File: config.mk
export PLATFORM = sky130hd
export DESIGN_NAME = instr_encoder
export DESIGN_NICKNAME = d
export VERILOG_FILES = /design/src/rtl/instr_encoder.sv
export SDC_FILE = /design/constraint.sdc
export NUM_CORES = 1
export LEC_CHECK = 0
export BUFFER_PORTS_ARGS = -buffer_cell sky130_fd_sc_hd__clkbuf_2
export CAP_MARGIN = 10
export CORE_MARGIN = 4
export CORE_UTILIZATION = 30
export CTS_BUF_LIST = sky130_fd_sc_hd__clkbuf_4 sky130_fd_sc_hd__clkbuf_8 sky130_fd_sc_hd__clkbuf_16
export DETAILED_ROUTE_END_ITERATION = 16
export PLACE_DENSITY_LB_ADDON = 0.3
export REMOVE_ABC_BUFFERS = 1
export SLEW_MARGIN = 20
export SYNTH_ARGS = -nofsm -noshare
export SYNTH_HDL_FRONTEND = slang
export SYNTH_SLANG_ARGS = --single-unit
File: constraint.sdc
create_clock -name clk -period 3.7 [get_ports clk]
set_input_delay 0.74 -clock clk [delete_from_list [all_inputs] [get_ports clk]]
set_output_delay 0.74 -clock clk [all_outputs]
set_load 0.03 [all_outputs]
File: src/rtl/instr_encoder.sv
// rtl/instr_encoder.sv - RV32I instruction encoder with immediate range checks and sequential word addressing
module instr_encoder #(
    parameter logic [31:0] BASE_ADDR = 32'h0000_0000,
    parameter int          MEM_WORDS = 256
) (
    input  logic        clk,
    input  logic        reset,
    input  logic        in_valid,
    output logic        in_ready,
    input  logic [2:0]  in_fmt,
    input  logic [6:0]  in_opcode,
    input  logic [4:0]  in_rd,
    input  logic [4:0]  in_rs1,
    input  logic [4:0]  in_rs2,
    input  logic [2:0]  in_funct3,
    input  logic [6:0]  in_funct7,
    input  logic [31:0] in_imm,
    output logic        out_valid,
    input  logic        out_ready,
    output logic [31:0] out_instr,
    output logic [31:0] out_addr,
    output logic        out_err,
    output logic [1:0]  out_err_code
);

    typedef enum logic [1:0] {
        IDLE = 2'd0,
        ENC  = 2'd1,
        HOLD = 2'd2
    } state_t;

    localparam logic [2:0]  FMT_R = 3'd0;
    localparam logic [2:0]  FMT_I = 3'd1;
    localparam logic [2:0]  FMT_S = 3'd2;
    localparam logic [2:0]  FMT_B = 3'd3;
    localparam logic [2:0]  FMT_U = 3'd4;
    localparam logic [2:0]  FMT_J = 3'd5;

    localparam logic [1:0]  ERR_NONE  = 2'd0;
    localparam logic [1:0]  ERR_RANGE = 2'd1;
    localparam logic [1:0]  ERR_ALIGN = 2'd2;
    localparam logic [1:0]  ERR_FMT   = 2'd3;

    // Rejected requests still emit a harmless instruction (addi x0,x0,0).
    localparam logic [31:0] NOP_INSTR = 32'h0000_0013;
    localparam logic [31:0] LAST_ADDR = BASE_ADDR + 32'(4 * (MEM_WORDS - 1));

    state_t      state_q, state_d;

    logic [2:0]  fmt_q;
    logic [6:0]  opcode_q;
    logic [4:0]  rd_q;
    logic [4:0]  rs1_q;
    logic [4:0]  rs2_q;
    logic [2:0]  funct3_q;
    logic [6:0]  funct7_q;
    logic [31:0] imm_q;

    logic [31:0] instr_q, instr_d;
    logic [31:0] addr_q;
    logic        err_q, err_d;
    logic [1:0]  code_q, code_d;
    logic [31:0] raw_instr;

    logic        accept;
    logic        out_hs;
    logic        fits_12;
    logic        fits_13;
    logic        fits_21;

    // Ready is also gated by reset so the encoder never accepts while being reset.
    assign in_ready     = (state_q == IDLE) && !reset;
    assign out_valid    = (state_q == HOLD);
    assign accept       = in_valid && in_ready;
    assign out_hs       = out_valid && out_ready;

    assign out_instr    = instr_q;
    assign out_addr     = addr_q;
    assign out_err      = err_q;
    assign out_err_code = code_q;

    // A value fits an N-bit signed field when every bit above the sign bit copies it.
    assign fits_12 = (&imm_q[31:11]) || !(|imm_q[31:11]);
    assign fits_13 = (&imm_q[31:12]) || !(|imm_q[31:12]);
    assign fits_21 = (&imm_q[31:20]) || !(|imm_q[31:20]);

    // State register.
    always_ff @(posedge clk) begin
        if (reset) begin
            state_q <= IDLE;
        end else begin
            state_q <= state_d;
        end
    end

    // Next-state logic: one cycle to encode, then hold until the consumer takes it.
    always_comb begin
        state_d = state_q;
        unique case (state_q)
            IDLE:    if (accept) state_d = ENC;
            ENC:     state_d = HOLD;
            HOLD:    if (out_ready) state_d = IDLE;
            default: state_d = IDLE;
        endcase
    end

    // Capture the request fields at acceptance; they are ignored in every other state.
    always_ff @(posedge clk) begin
        if (reset) begin
            fmt_q    <= 3'd0;
            opcode_q <= 7'd0;
            rd_q     <= 5'd0;
            rs1_q    <= 5'd0;
            rs2_q    <= 5'd0;
            funct3_q <= 3'd0;
            funct7_q <= 7'd0;
            imm_q    <= 32'd0;
        end else if (accept) begin
            fmt_q    <= in_fmt;
            opcode_q <= in_opcode;
            rd_q     <= in_rd;
            rs1_q    <= in_rs1;
            rs2_q    <= in_rs2;
            funct3_q <= in_funct3;
            funct7_q <= in_funct7;
            imm_q    <= in_imm;
        end
    end

    // Error classification: illegal format beats alignment, which beats range.
    always_comb begin
        code_d = ERR_NONE;
        if (fmt_q > FMT_J) begin
            code_d = ERR_FMT;
        end else if ((fmt_q == FMT_B || fmt_q == FMT_J) && imm_q[0]) begin
            code_d = ERR_ALIGN;
        end else if ((fmt_q == FMT_I || fmt_q == FMT_S) && !fits_12) begin
            code_d = ERR_RANGE;
        end else if (fmt_q == FMT_B && !fits_13) begin
            code_d = ERR_RANGE;
        end else if (fmt_q == FMT_J && !fits_21) begin
            code_d = ERR_RANGE;
        end else if (fmt_q == FMT_U && (imm_q[11:0] != 12'd0)) begin
            code_d = ERR_RANGE;
        end
        err_d = (code_d != ERR_NONE);
    end

    // Scatter the immediate into the instruction word for each format.
    always_comb begin
        raw_instr = NOP_INSTR;
        unique case (fmt_q)
            FMT_R: raw_instr = {funct7_q, rs2_q, rs1_q, funct3_q, rd_q, opcode_q};
            FMT_I: raw_instr = {imm_q[11:0], rs1_q, funct3_q, rd_q, opcode_q};
            FMT_S: raw_instr = {imm_q[11:5], rs2_q, rs1_q, funct3_q, imm_q[4:0], opcode_q};
            FMT_B: raw_instr = {imm_q[12], imm_q[10:5], rs2_q, rs1_q, funct3_q,
                                imm_q[4:1], imm_q[11], opcode_q};
            FMT_U: raw_instr = {imm_q[31:12], rd_q, opcode_q};
            FMT_J: raw_instr = {imm_q[20], imm_q[10:1], imm_q[11], imm_q[19:12], rd_q, opcode_q};
            default: raw_instr = NOP_INSTR;
        endcase
        instr_d = err_d ? NOP_INSTR : raw_instr;
    end

    // Result registers load once in ENC and stay frozen through HOLD.
    always_ff @(posedge clk) begin
        if (reset) begin
            instr_q <= 32'd0;
            err_q   <= 1'b0;
            code_q  <= ERR_NONE;
        end else if (state_q == ENC) begin
            instr_q <= instr_d;
            err_q   <= err_d;
            code_q  <= code_d;
        end
    end

    // Address counter: moves only when a good result is handed off, wrapping at memory end.
    always_ff @(posedge clk) begin
        if (reset) begin
            addr_q <= BASE_ADDR;
        end else if (out_hs && !err_q) begin
            addr_q <= (addr_q == LAST_ADDR) ? BASE_ADDR : addr_q + 32'd4;
        end
    end

endmodule

==> results.cfg <==
[critical_path]
arrival_ns = 2.95
cp-start-kind = flip-flop
crit_slowest_cell = a221o_2
path_buf_inv = 0
critPathCaptureType = flip-flop
max_stage_delay_ns = 0.82
critPathTopFamily = compound AO/OA/AOI/OAI gates
criticalPathCategory = flip-flop to flip-flop
cp.required_ns = 3.96
critPathMaxFanout = 30
path_cells = nor2_1 > nand2_1 > a31oi_1 > a221o_2 > o32ai_2

[floorplanning]
rows = 52
die-area_mm2 = 0.02286
initial_core_util_pct = 30.50
ios = 140
die_w_um = 151.2
core-area_mm2 = 0.02017
die_h_um = 151.2

[logic_synthesis]
avgSynthCellArea_um2 = 8.335
synth_seq_cells = 134
synth_top_area_share_pct = 43.61
synthArstFlopShare_pct = 0
synth_commonest_cells = nand2_1 (186), dfxtp_1 (134), a21oi_1 (74)
yosysUniqueCellTypes = 53
synth_area_mm2 = 0.006151
synth_ff_type = dfxtp_1
synthCells = 738
synth_seq_area_share_pct = 43.61
synthTopCellsByArea = dfxtp_1 (44%), nand2_1 (11%), o32ai_2 (7.7%)
synth_top_area_cell = dfxtp_1
synth_edf_count = 0
ys_warn_count = 0
yosysMostFrequentCell = nand2_1

[power]
peakVddDrop_uv = 331.1
p_per_area_mw_per_mm2 = 473.2
leakagePower_nw = 2.815

[cts]
clock_latency_ns = 0.42
ctsHoldBuffers = 0
ctsHtreeMaxLevel = 4
clk_pin_slew_ns = 0.06
cts_root_buffer = clkbuf_16
clock-sinks = 134
post_cts_resized = 0
cts.path.max_buffers = 2
cts_buffers = 17
tritoncts = done
post_cts_buffers = 0

[place]
dpl-instance-area_mm2 = 0.007029
portBuffers = 137
dp_hpwl_um = 12170
place_congestion = 0.7816

[grt]
grt_usage_pct = 15.36
gr-total-overflow = 0
grt_start_max_net_pins = 68
antenna_found_initial = 0
grt_first_pass_wirelength_um = 27540
grt_pass1_vias = 5219

[drt]
vias = 5496
wl_per_cell_um = 15.30
vias_per_cell = 4.855
ant_nets = 0
drtPass1Iterations = 4
wl_um = 17320
drc_errors = 0
drt_iter0_markers = 288

[hold_path]
min_path_type = flip-flop to flip-flop

[sta]
fin_skew_ns = 0.008531
rsz0062_at_grt = no
hold_viol_final = 0
fmax_mhz = 371.2
finalSetupTns_ns = 0
max-slew-margin-rel_pct = 35.03
fin_crit_sh_pct = 72.81
final-setup-viol-count = 0
fin_crit_ns = 2.694
drv_slew = 0
tightest_slew_ns = 0.9745

[cells_and_area]
area_delta_synth_final_pct = 24.39
fin_nets = 922
drive_above_1_share_pct = 25.87
fin_area_mm2 = 0.007651
num_antenna_cells = 0

[run_status]
status = completed

[job]
max_cap_violations = 0
## cell type report
cell class,count,area (µm²)
fillers,2144,12520
well taps,270,337.8
repair buffers,147,775.7
flip-flops and latches,134,2683
multi-input cells,534,3177
clock inverters,11,147.6
clock buffers,21,474.2
inverters,15,56.30
## flip-flops by register name (all words and copies together) (netlist names)
register	flops
out_addr	30
rs2_q	5
out_instr	32
rs1_q	5
funct7_q	7
opcode_q	7
rd_q	5
funct3_q	3
out_err	1
out_err_code	2
fmt_q	3
imm_q	32
state_q	2
## kinds of logic (layout without fill, tap and decap cells)
kind of cell             count (synthesis)  count (layout)  share of synthesized area [%]
flip-flops                             134             134                          43.61
XOR/XNOR                                30              30                          4.272
buffers and inverters                   71             194                          4.882
adder cells (fa/ha/maj)                  2               2                         0.4068
multiplexers                            18              18                          3.072
other                                    1               2                        0.06097
AO/OA/AOI/OAI                          141             141                          18.29
AND/OR/NAND/NOR                        341             341                          25.41
## layer usage
layer / routed length, µm / up-vias / global-route usage, %
met5: 0 / - / 0
met4: 114 / 0 / 3.264
met3: 1124 / 11 / 4.159
met2: 8071 / 135 / 24.34
met1: 8010 / 2560 / 20.98
li1: - / 2790 / -
## power by group
part | total [W] | switching, W | internal [W]
Sequential | 0.00153 | 0.0000444 | 0.00149
Combinational | 0.000330 | 0.000213 | 0.000117
Clock | 0.00176 | 0.000636 | 0.00112
Total | 0.00362 | 0.000893 | 0.00273
## worst reg2reg max path: stages (launching register included)
cell	delay, ns
dfxtp_1	0.56
nor2_1	0.60
nand2_1	0.11
a31oi_1	0.24
a221o_2	0.82
o32ai_2	0.22
## final timing paths
kind / from / endpoint / slack (ns) / depth (start not counted)
worst min register to register: opcode_q[4]$_SDFFE_PP0P_ / out_instr[4]$_SDFFE_PP0N_ / 0.45 / 2
worst max-delay path: fmt_q[1]$_SDFFE_PP0P_ / out_instr[3]$_SDFFE_PP0N_ / 1.01 / 5
worst min-delay path: opcode_q[4]$_SDFFE_PP0P_ / out_instr[4]$_SDFFE_PP0N_ / 0.45 / 2
worst max register to register: fmt_q[1]$_SDFFE_PP0P_ / out_instr[3]$_SDFFE_PP0N_ / 1.01 / 5
## stage by stage
stage               cells  setup slack, ns  hold slack, ns  power, W  utilization [%]
detailed placement   1100            1.058          0.4459  0.001899            34.85
floorplan             683          -0.1352          0.4261  0.001744                -
CTS                  1132            1.053          0.4539  0.003670            37.93
finish               1132            1.006          0.4518  0.003621            37.93
global route         1132           0.8350          0.4763  0.003774            37.93
global placement     1100            1.124          0.4395  0.001898            34.85
## placed cells by master, fill, tap and decap left out, types with 4 or more instances in the layout
cell,count
mux2i_1,11
nand3b_1,10
a22oi_1,10
nand4_1,14
nand2b_1,5
nor3_1,18
dfxtp_1,134
or3_1,19
nor2_1,48
clkinvlp_4,4
nand2_1,185
clkbuf_2,136
mux2_2,6
clkbuf_16,17
inv_1,13
xor2_1,8
xnor2_1,22
o22ai_1,4
o32ai_2,29
nor4_1,13
and3_1,4
buf_4,10
nand3_1,7
a21oi_1,74
a22o_1,5
Power figures use the tool's default switching activity.
